## src/rtl/health_pkg.sv

```systemverilog
// Shared types and constants for the player health controller.
// No logic; imported by the interface, the filter and the top.
package health_pkg;

  typedef enum logic [1:0] {
    ALIVE  = 2'd0,
    INVULN = 2'd1,
    DEAD   = 2'd2
  } state_t;

  localparam int SRC_W = 3;

  // Counter width able to hold v-1, never narrower than one bit.
  function automatic int clog2_min1(input int v);
    return ($clog2(v) < 1) ? 1 : $clog2(v);
  endfunction

endpackage

```

## src/rtl/health_controller_if.sv

```systemverilog
// Frame/contact inputs and HUD-facing status outputs of the health controller.
// Pure wiring; the slave side is the controller, the master side drives stimulus.
interface health_controller_if #(
  parameter int NUM_SOURCES = 2,
  parameter int LIVES_W     = 2
);
  import health_pkg::*;

  logic                   vsync;
  logic [NUM_SOURCES-1:0] contact;
  logic                   heal;
  logic                   restart;
  logic [LIVES_W-1:0]     lives;
  logic                   player_hurt;
  logic [SRC_W-1:0]       hurt_src;
  logic                   invuln;
  logic                   game_over;

  modport master (
    output vsync, contact, heal, restart,
    input  lives, player_hurt, hurt_src, invuln, game_over
  );

  modport slave (
    input  vsync, contact, heal, restart,
    output lives, player_hurt, hurt_src, invuln, game_over
  );

endinterface

```

## src/rtl/contact_filter.sv

```systemverilog
// Per-source contact tolerance counter; qual is combinational on the tick itself.
// Counter updates only on frame ticks; no backpressure.
module contact_filter #(
  parameter int TOLERANCE = 60,
  parameter int TOL_W     = 6
) (
  input  logic clk,
  input  logic reset_n,
  input  logic tick,
  input  logic contact,
  input  logic clear,
  output logic qual
);

  logic [TOL_W-1:0] cnt;
  logic             at_limit;

  assign at_limit = (cnt == TOL_W'(TOLERANCE));
  assign qual     = tick & contact & ~clear & at_limit;

  always_ff @(posedge clk or negedge reset_n) begin
    if (!reset_n) begin
      cnt <= '0;
    end else if (clear) begin
      cnt <= '0;
    end else if (tick) begin
      if (!contact || at_limit) begin
        cnt <= '0;
      end else begin
        cnt <= cnt + TOL_W'(1);
      end
    end
  end

endmodule

```

## src/rtl/health_controller.sv

```systemverilog
// Player lives/invulnerability controller: filtered hits, heal, game over, restart.
// Status outputs update one cycle after the causing frame tick; no backpressure.
module health_controller
  import health_pkg::*;
#(
  parameter int MAX_LIVES     = 3,
  parameter int LIVES_W       = 2,
  parameter int NUM_SOURCES   = 2,
  parameter int TOLERANCE     = 60,
  parameter int INVULN_FRAMES = 90
) (
  input  logic                clk,
  input  logic                reset_n,
  health_controller_if.slave  bus
);

  localparam int TOL_W = clog2_min1(TOLERANCE + 1);
  localparam int INV_W = clog2_min1(INVULN_FRAMES + 1);

  state_t               state_q, state_nxt;
  logic [LIVES_W-1:0]   lives_q, lives_nxt, lives_inc;
  logic [INV_W-1:0]     inv_q, inv_nxt;
  logic [SRC_W-1:0]     src_q, src_nxt, hit_src;
  logic                 hurt_q, hurt_nxt;
  logic                 prev_vsync;
  logic                 tick;
  logic                 filt_clear;
  logic                 hit;
  logic [NUM_SOURCES-1:0] qual;

  assign tick       = bus.vsync & ~prev_vsync;
  assign filt_clear = bus.restart | (state_q != ALIVE);
  assign hit        = |qual;
  assign lives_inc  = (lives_q < LIVES_W'(MAX_LIVES)) ? lives_q + LIVES_W'(1) : lives_q;

  always_ff @(posedge clk or negedge reset_n) begin
    if (!reset_n) begin
      prev_vsync <= 1'b0;
    end else begin
      prev_vsync <= bus.vsync;
    end
  end

  for (genvar g = 0; g < NUM_SOURCES; g++) begin : g_src
    contact_filter #(
      .TOLERANCE (TOLERANCE),
      .TOL_W     (TOL_W)
    ) u_filt (
      .clk     (clk),
      .reset_n (reset_n),
      .tick    (tick),
      .contact (bus.contact[g]),
      .clear   (filt_clear),
      .qual    (qual[g])
    );
  end

  // Lowest-numbered qualifying source wins.
  always_comb begin
    hit_src = '0;
    for (int i = NUM_SOURCES - 1; i >= 0; i--) begin
      if (qual[i]) hit_src = SRC_W'(i);
    end
  end

  always_comb begin
    state_nxt = state_q;
    lives_nxt = lives_q;
    inv_nxt   = inv_q;
    src_nxt   = src_q;
    hurt_nxt  = 1'b0;
    if (bus.restart) begin
      state_nxt = ALIVE;
      lives_nxt = LIVES_W'(MAX_LIVES);
      inv_nxt   = '0;
    end else begin
      case (state_q)
        ALIVE: begin
          if (hit) begin
            hurt_nxt = 1'b1;
            src_nxt  = hit_src;
            // Fatal check ignores a coincident heal.
            if (lives_q <= LIVES_W'(1)) begin
              state_nxt = DEAD;
              lives_nxt = '0;
            end else begin
              if (!bus.heal) lives_nxt = lives_q - LIVES_W'(1);
              if (INVULN_FRAMES > 0) begin
                state_nxt = INVULN;
                inv_nxt   = INV_W'(INVULN_FRAMES);
              end
            end
          end else if (bus.heal) begin
            lives_nxt = lives_inc;
          end
        end
        INVULN: begin
          if (bus.heal) lives_nxt = lives_inc;
          if (tick) begin
            if (inv_q <= INV_W'(1)) begin
              inv_nxt   = '0;
              state_nxt = ALIVE;
            end else begin
              inv_nxt = inv_q - INV_W'(1);
            end
          end
        end
        DEAD: begin
          lives_nxt = '0;
        end
        default: begin
          state_nxt = ALIVE;
        end
      endcase
    end
  end

  always_ff @(posedge clk or negedge reset_n) begin
    if (!reset_n) begin
      state_q <= ALIVE;
      lives_q <= LIVES_W'(MAX_LIVES);
      inv_q   <= '0;
      src_q   <= '0;
      hurt_q  <= 1'b0;
    end else begin
      state_q <= state_nxt;
      lives_q <= lives_nxt;
      inv_q   <= inv_nxt;
      src_q   <= src_nxt;
      hurt_q  <= hurt_nxt;
    end
  end

  assign bus.lives       = lives_q;
  assign bus.player_hurt = hurt_q;
  assign bus.hurt_src    = src_q;
  assign bus.invuln      = (state_q == INVULN);
  assign bus.game_over   = (state_q == DEAD);

endmodule
```

## src/flat_wrapper.sv

```systemverilog
// flat-port wrapper written by rule: the top's interface ports become plain ports
module health_controller_flat import health_pkg::*;
#(
  parameter int MAX_LIVES     = 3,
  parameter int LIVES_W       = 2,
  parameter int NUM_SOURCES   = 2,
  parameter int TOLERANCE     = 60,
  parameter int INVULN_FRAMES = 90
)
  (clk, reset_n, bus_vsync, bus_contact, bus_heal, bus_restart, bus_lives, bus_player_hurt, bus_hurt_src, bus_invuln, bus_game_over);
  health_controller_if #(.NUM_SOURCES(NUM_SOURCES), .LIVES_W(LIVES_W)) bus_i ();
  input  logic clk;
  input  logic reset_n;
  input wire logic [$bits(bus_i.vsync)-1:0] bus_vsync;
  input wire logic [$bits(bus_i.contact)-1:0] bus_contact;
  input wire logic [$bits(bus_i.heal)-1:0] bus_heal;
  input wire logic [$bits(bus_i.restart)-1:0] bus_restart;
  output wire logic [$bits(bus_i.lives)-1:0] bus_lives;
  output wire logic [$bits(bus_i.player_hurt)-1:0] bus_player_hurt;
  output wire logic [$bits(bus_i.hurt_src)-1:0] bus_hurt_src;
  output wire logic [$bits(bus_i.invuln)-1:0] bus_invuln;
  output wire logic [$bits(bus_i.game_over)-1:0] bus_game_over;
  assign bus_i.vsync = bus_vsync;
  assign bus_i.contact = bus_contact;
  assign bus_i.heal = bus_heal;
  assign bus_i.restart = bus_restart;
  assign bus_lives = bus_i.lives;
  assign bus_player_hurt = bus_i.player_hurt;
  assign bus_hurt_src = bus_i.hurt_src;
  assign bus_invuln = bus_i.invuln;
  assign bus_game_over = bus_i.game_over;
  health_controller #(.MAX_LIVES(MAX_LIVES), .LIVES_W(LIVES_W), .NUM_SOURCES(NUM_SOURCES), .TOLERANCE(TOLERANCE), .INVULN_FRAMES(INVULN_FRAMES)) u_core (.clk(clk), .reset_n(reset_n), .bus(bus_i));
endmodule
```

## config.mk

```make
export PLATFORM = sky130hd
export DESIGN_NAME = health_controller_flat
export DESIGN_NICKNAME = d
export VERILOG_FILES = /design/src/rtl/health_pkg.sv /design/src/rtl/health_controller_if.sv /design/src/rtl/contact_filter.sv /design/src/rtl/health_controller.sv /design/src/flat_wrapper.sv
export SDC_FILE = /design/constraint.sdc
export NUM_CORES = 1
export LEC_CHECK = 0
export CAP_MARGIN = 40
export CORE_MARGIN = 3
export CORE_UTILIZATION = 52
export DETAILED_ROUTE_END_ITERATION = 8
export PLACE_DENSITY_LB_ADDON = 0.1
export SYNTH_ARGS = -nofsm -noshare
export SYNTH_HDL_FRONTEND = slang
export SYNTH_HIERARCHICAL = 1
export SYNTH_SLANG_ARGS = --single-unit
export TNS_END_PERCENT = 100
```

## constraint.sdc

```tcl
create_clock -name clk -period 3.3 [get_ports clk]
set_clock_uncertainty 0.15 [all_clocks]
set_input_delay 0.495 -clock clk [delete_from_list [all_inputs] [get_ports clk]]
set_output_delay 0.495 -clock clk [all_outputs]
set_load 0.005 [all_outputs]
```

==> summary.md, run 1 <==
| Metric | Value |
|---|---|
| Via density | `5.77` |
| Power density over cell area | `~300 nW/um^2` |
| Vias in the first global route | `roughly 1500` |
| EDFF count, synth | `0` |
| Port-buffer cells | `12` |
| Critical path cell sequence | `inv_1 -> ha_1 -> nor2b_1 -> inv_1 -> nor4_1 -> o211ai_1 -> a22o_1 -> or4_1 -> a21oi_1` |
| Sink Count | `26` |
| Final Hold Fails | `0` |
| Max VDD drop | `0.176 mV` |
| Antenna violations before repair | `0` |
| Cells after synthesis | `184` |
| Register area share after synthesis | `0.382` |
| Synth top area share | `0.351` |
| Total of max-cap violations | `0` |
| DIE AREA | `4010 sq um` |
| Synth-to-Final Area Change | `14.3%` |
| GRT overflow | `0` |
| Maximum number of pins on one net before global-route repair | `27` |
| Critical Path End Type | `register` |
| HPWL Detailed | `2.59 mm` |
| Share of layout cells above drive strength 1 | `0.140` |
| Setup tns final | `0 ns` |
| Slew Limit Fails | `0` |
| Starting density of the core | `0.551` |
| Mapped Area | `1710 sq um` |
| Vias | `1409` |
| Slowest CP cell | `or4_1` |
| Leakage | `between 0.7 and 0.8 nW` |
| Largest delay share family, worst path | `simple AND/OR/NAND/NOR gates` |
| First-pass GRT wire length | `6.44 mm` |
| Power consumption | `0.596 mW` |
| Yosys top cell by area | `dfrtp_1` |
| Worst EP required | `about 3.4 ns` |
| Hold Crit Class | `in -> async` |
| H-tree depth | `1` |
| Synth area leaders | `dfrtp_1 (35%), ha_1 (6.6%), a21oi_1 (4.1%)` |
| Crit-path max FO | `11` |
| Slew HR | `0.638` |
| # DRC | `0` |
| F_max | `331 MHz` |
| Hold Buf Count CTS | `0` |
| Post-synth top flop | `dfrtp_1` |
| Clk_lat worst skew | `0.33 ns` |
| Post-Route WL | `3.58 mm` |
| Wire per inst | `14.7 microns` |
| Die width | `roughly 63 microns` |
| Worst slew pin tran | `~0.54 ns` |
| Final ANT Viol Nets | `0` |
| CP Launch Point | `u_core/state_q[0]` |
| Worst path arrival time | `3.14 ns` |
| Slowest Stage Delay on Critical Path | `about 0.53 ns` |
| Initial DRT Pass Iterations | `4` |
| Post-synth ARST share | `1.00` |
| Setup WS post-layout | `0.275 ns` |
| Number of synthesized register bits | `26` |
| Setup CP Type | `reg -> reg` |
| TritonCTS clock tree | `built` |
| Run status | `finished clean` |
| Finish-stage setup viols | `0` |
| Clock buffer depth | `2` |
| GRT Total Usage | `0.199` |
| Nets | `217` |
| Core ar. | `3100 sq um` |
| Worst r2r src | `u_core/state_q[0]` |
| RD Place Congestion | `roughly 0.91` |
| Clk slew on worst S/H paths | `0.16 ns` |
| Final Cycle Share | `0.917` |
| Count of cell types in the netlist | `45` |
| Critical path startpoint category | `register` |
| Synth Warn # | `6` |
| WP buf/inv | `2` |
| RSZ-0062 raised after global routing | `false` |
| Min cycle time layout | `3.03 ns` |
| Avg Inst Size Synth | `between 9 and 10 sq um` |
| Post-placement setup slack | `0.112 ns` |
| TritonCTS buffer count | `3` |
| IO Pins | `15` |
| Clock root buffer master | `clkbuf_4` |
| FP Rows | `20` |
| Die Ht | `63.4 microns` |
| DR iter-0 viols | `91` |
| Inserted Diodes | `0` |
| Crit-path most repeated cell | `inv_1` |
| Post-CTS setup buffer count | `0` |
-- cells in the final DEF, fill, tap and decap left out, types with 3 or more instances in the layout --
cell,netlist,routed
clkdlybuf4s50_1,0,12
inv_1,15,15
a211oi_1,4,4
or2_2,3,3
o21ai_0,12,12
a21oi_1,14,14
dfrtp_1,24,24
nor2_1,6,6
mux2i_1,4,4
or3_1,4,4
buf_4,3,8
nor2b_1,5,5
ha_1,9,9
nand2_1,12,12
nand2b_1,4,4
o32ai_1,8,8
o2111ai_1,5,5
o211ai_1,3,3
nand3_1,3,3
a31oi_1,3,3
clkbuf_4,0,3
-- per-stage QoR --
stage / utilization / instances / instance area [sq um] / hold WS [ns]
after CTS: 0.628 / 244 / 1950 / 0.356
after floorplan: - / 185 / 1710 / 0.0494
after global routing: 0.630 / 244 / 1960 / 0.363
final: 0.630 / 244 / 1960 / 0.357
after detailed placement: 0.611 / 240 / 1900 / 0.378
after global placement: 0.611 / 240 / 1900 / 0.381
-- kinds of logic (layout without fill, tap and decap cells) --
logic type	count (synthesis)	in the layout	share of synthesized area
fa+ha+maj	9	9	0.0658
mux	4	4	0.0234
simple gates	55	55	0.189
other cells	1	2	0.00219
buf+inv	24	39	0.0636
flops	26	26	0.382
compound gates	63	63	0.263
xor+xnor	2	2	0.0102
-- worst paths after layout --
check | end | slack, ns | cells past startpoint
worst max-delay path | u_core/inv_q[5] | 0.27 | 9
worst min-delay path | u_core/g_src[0].u_filt/cnt[2] | 0.36 | 2
worst max register to register | u_core/inv_q[5] | 0.27 | 9
worst min register to register | u_core/bus.lives[0] | 0.41 | 2
max in group asynchronous | u_core/bus.lives[0] | 2.33 | 2
min in group clk | u_core/bus.lives[0] | 0.41 | 2
-- sequential cells by signal, summed over array words and instances (netlist names) --
name	flops
u_core/state_q	2
u_core/bus.lives	2
u_core/prev_vsync	1
u_core/inv_q	7
u_core/g_src.u_filt/cnt	12
u_core/bus.player_hurt	1
u_core/bus.hurt_src	1
-- what timing repair did --
item	in CTS	in global routing
hold endpoints to repair	0	0
gates resized for setup	0	1
setup endpoints to repair	0	1
-- power by group --
part / leakage [nW] / switching, mW / total (mW) / internal, mW
Combinational: 0.416 / 0.0290 / 0.0474 / 0.0184
Sequential: 0.353 / 0.00198 / 0.323 / 0.321
Clock: 0.0279 / 0.103 / 0.226 / 0.123
Total: 0.797 / 0.134 / 0.596 / 0.462
-- cell usage after synthesis (all sizes together) (4+ instances only) --
cell and n:
or3 4, o2111ai 5, inv 15, o21ai 12
dfrtp 24, mux2i 4, o32ai 8, nand3 5
a211oi 4, nor2 6, nor2b 5, nand2b 4
ha 9, buf 6, nand2 12, a21oi 14
-- final cells by class --
class                   count  area, sq um
multi-input cells         135          958
well taps                  44         55.1
repair buffers             20          180
fillers                   271         1150
inverters                  15         56.3
clock inverters             1         30.0
flip-flops and latches     26          653
clock buffers               3         22.5
-- per-layer routing --
| metal | GRT usage | vias up | part of all wire | wire (microns) |
|---|---|---|---|---|
| met1 | 0.264 | 661 | 0.46 | 1640 |
| met2 | 0.323 | 29 | 0.50 | 1810 |
| met5 | 0 | - | 0 | 0 |
| met3 | 0.0303 | 2 | 0.032 | 113 |
| met4 | 0.0836 | 0 | 0.0059 | 21 |
| li1 | - | 717 | - | - |
Power figures use the tool's default switching activity.
==> run 2: changes to the inputs <==
--- a/config.mk
+++ b/config.mk
@@ -7,7 +7,7 @@
 export LEC_CHECK = 0
 export CAP_MARGIN = 40
 export CORE_MARGIN = 3
-export CORE_UTILIZATION = 52
+export CORE_UTILIZATION = 48
 export DETAILED_ROUTE_END_ITERATION = 8
 export PLACE_DENSITY_LB_ADDON = 0.1
 export SYNTH_ARGS = -nofsm -noshare
==> run 2 against run 1 <==
Clock-buffer cell count increased by 1; flip-flop and latch count unchanged; cell count increased by 0.41%; global-route usage decreased by 1.7 points; register-to-register slack about the same; non-clock buffer count decreased by 1; total power decreased by 10%; largest cell class unchanged; clock power decreased by 27%; via count increased by 3.8%.
==> summary.md, run 2 (same netlist as run 1, synthesis figures left out) <==
| Metric | Value |
|---|---|
| Run status | `finished clean` |
| Critical path startpoint category | `register` |
| Die Ht | `65.7 microns (+3.7%)` |
| Total of max-cap violations | `0 (unchanged)` |
| Critical Path End Type | `register` |
| Final ANT Viol Nets | `0 (unchanged)` |
| Initial DRT Pass Iterations | `4 (unchanged)` |
| Port-buffer cells | `12 (unchanged)` |
| Most common cell after layout, fill and taps aside | `dfrtp_1` |
| GRT Total Usage | `0.182 (-0.0172)` |
| Core ar. | `3390 sq um (+9.2%)` |
| Starting density of the core | `0.505 (-0.0466)` |
| TritonCTS clock tree | `built` |
| Sink Count | `26 (unchanged)` |
| HPWL Detailed | `2.61 mm (+0.64%)` |
| Vias | `1462 (+3.8%)` |
| RD Place Congestion | `0.889 (-2.7%)` |
| FP Rows | `21 (+5.0%)` |
| F_max | `332 MHz (+0.39%)` |
| Design Area, Final | `1930 sq um (-1.1%)` |
| Crit-path most repeated cell | `inv_1` |
| Largest regs | `u_core/g_src.u_filt/cnt: 12 flops, u_core/inv_q: 7 flops` |
| GRT overflow | `0 (unchanged)` |
| DR iter-0 viols | `101 (+11%)` |
| Power density over cell area | `277 nW/um^2 (-9.1%)` |
| Clock root buffer master | `clkbuf_4` |
| Share of layout cells above drive strength 1 | `0.136 (-0.00432)` |
| Crit-path max FO | `11 (unchanged)` |
| R2R Path End | `u_core/inv_q[5]` |
| Clk slew on worst S/H paths | `0.15 ns (about the same)` |
| Fill count | `298 (+10%)` |
| Antenna violations before repair | `0 (unchanged)` |
| Number of flip-flops in the largest register | `12 (unchanged)` |
| Worst EP required | `3.41 ns (about the same)` |
| Final Cycle Share | `0.913 (-0.00355)` |
| Slew HR | `0.625 (-0.0130)` |
| Vias in the first global route | `1412 (-2.6%)` |
| Synth-to-Final Area Change | `13.1%` |
| Worst path arrival time | `3.13 ns (about the same)` |
| H-tree depth | `1 (unchanged)` |
| Nets | `216 (-0.46%)` |
| Placed Area | `1890 sq um (-0.26%)` |
| Slowest CP cell | `or4_1` |
| Top reg by flops | `u_core/g_src.u_filt/cnt` |
| Slew Limit Fails | `0 (unchanged)` |
| Clock buffer depth | `2 (unchanged)` |
| IO Pins | `15 (unchanged)` |
| Worst slew pin tran | `0.556 ns (+0.0193 ns)` |
| Wire per inst | `14.6 microns (-0.80%)` |
| Clk_lat worst skew | `0.32 ns (about the same)` |
| Finish-stage setup viols | `0 (unchanged)` |
| DIE AREA | `4320 sq um (+7.5%)` |
| First-pass GRT wire length | `6.20 mm (-3.8%)` |
| Setup tns final | `0 ns (unchanged)` |
| Final Hold Fails | `0 (unchanged)` |
| Critical path cell sequence | `inv_1 -> ha_1 -> nor2b_1 -> inv_1 -> nor4_1 -> o211ai_1 -> a22o_1 -> or4_1 -> a21oi_1` |
| Leakage | `0.785 nW (-1.5%)` |
| Most frequent cells in the layout | `dfrtp_1 (24), inv_1 (15), a21oi_1 (14)` |
| Inserted Diodes | `0 (unchanged)` |
| R2R depth | `9 (unchanged)` |
| Max VDD drop | `0.174 mV (-1.3%)` |
| Min cycle time layout | `3.01 ns (-0.0117 ns)` |
| Worst r2r src | `u_core/state_q[0]` |
| Slowest Stage Delay on Critical Path | `0.54 ns (about the same)` |
| Largest delay share family, worst path | `simple AND/OR/NAND/NOR gates` |
| Die width | `65.7 microns (+3.7%)` |
| Via density | `5.97 (+3.3%)` |
| R2R setup slack | `0.29 ns (about the same)` |
| Hold Buf Count CTS | `0 (unchanged)` |
| WP buf/inv | `2 (unchanged)` |
| Setup CP Type | `reg -> reg` |
| TritonCTS buffer count | `3 (unchanged)` |
| Hold Crit Class | `in -> async` |
| Maximum number of pins on one net before global-route repair | `27 (unchanged)` |
| Post-Route WL | `3.57 mm (-0.39%)` |
| # DRC | `0 (unchanged)` |
[run 2: changes by cell type in the layout (fill, tap and decap cells not counted)]
cell and change:
bufinv_16 -1, buf_4 -1, clkbuf_8 +1
[run 2: report_power, final]
group | internal, mW | total, mW | switching [mW]
clock network | 0.0675 | 0.166 | 0.0987
logic | 0.0176 | 0.0474 | 0.0298
registers | 0.321 | 0.323 | 0.00178
total | 0.406 | 0.536 | 0.130
[run 2: metal layers]
layer | part of all wire | global-route usage
met2 | 0.48 | 0.288
met1 | 0.49 | 0.252
met4 | 0.0048 | 0.0725
met5 | 0 | 0
met3 | 0.026 | 0.0222
[run 2: how the worst max path moves through the flow]
stage,start,end,slack (ns),cells past startpoint
2_1_floorplan,u_core/state_q[0],u_core/inv_q[5],0.14,11
3_3_place_gp,bus_restart,u_core/inv_q[5],0.30,8
3_5_place_dp,bus_restart,u_core/inv_q[5],0.16,8
4_1_cts,u_core/state_q[0],u_core/inv_q[5],0.26,9
5_1_grt,u_core/state_q[0],u_core/inv_q[5],-0.0009,9
6_report,u_core/state_q[0],u_core/inv_q[5],0.29,9
[run 2: through the flow]
step / setup slack (ns) / std cells / power (mW) / util / hold slack [ns]
floorplan: 0.138 / 185 / 0.352 / - / 0.0494
global placement: 0.297 / 241 / 0.374 / 0.558 / 0.381
detailed placement: 0.164 / 241 / 0.376 / 0.558 / 0.392
CTS: 0.258 / 245 / 0.545 / 0.569 / 0.365
global route: -0.000934 / 245 / 0.561 / 0.571 / 0.376
finish: 0.286 / 245 / 0.536 / 0.571 / 0.365
[run 2: what timing repair did]
action                     in CTS  in global routing
gates resized for setup         0                  1
setup endpoints to repair       0                  2
buffers inserted                0                  0
[run 2: cell type report]
class	instances	area (sq um)	area share
Tap cell	46	57.6	0.0298
Clock buffer	4	36.3	0.0188
Inverter	15	56.3	0.0291
Sequential cell	26	653	0.338
Multi-Input combinational cell	135	958	0.495
Timing Repair Buffer	19	173	0.0893
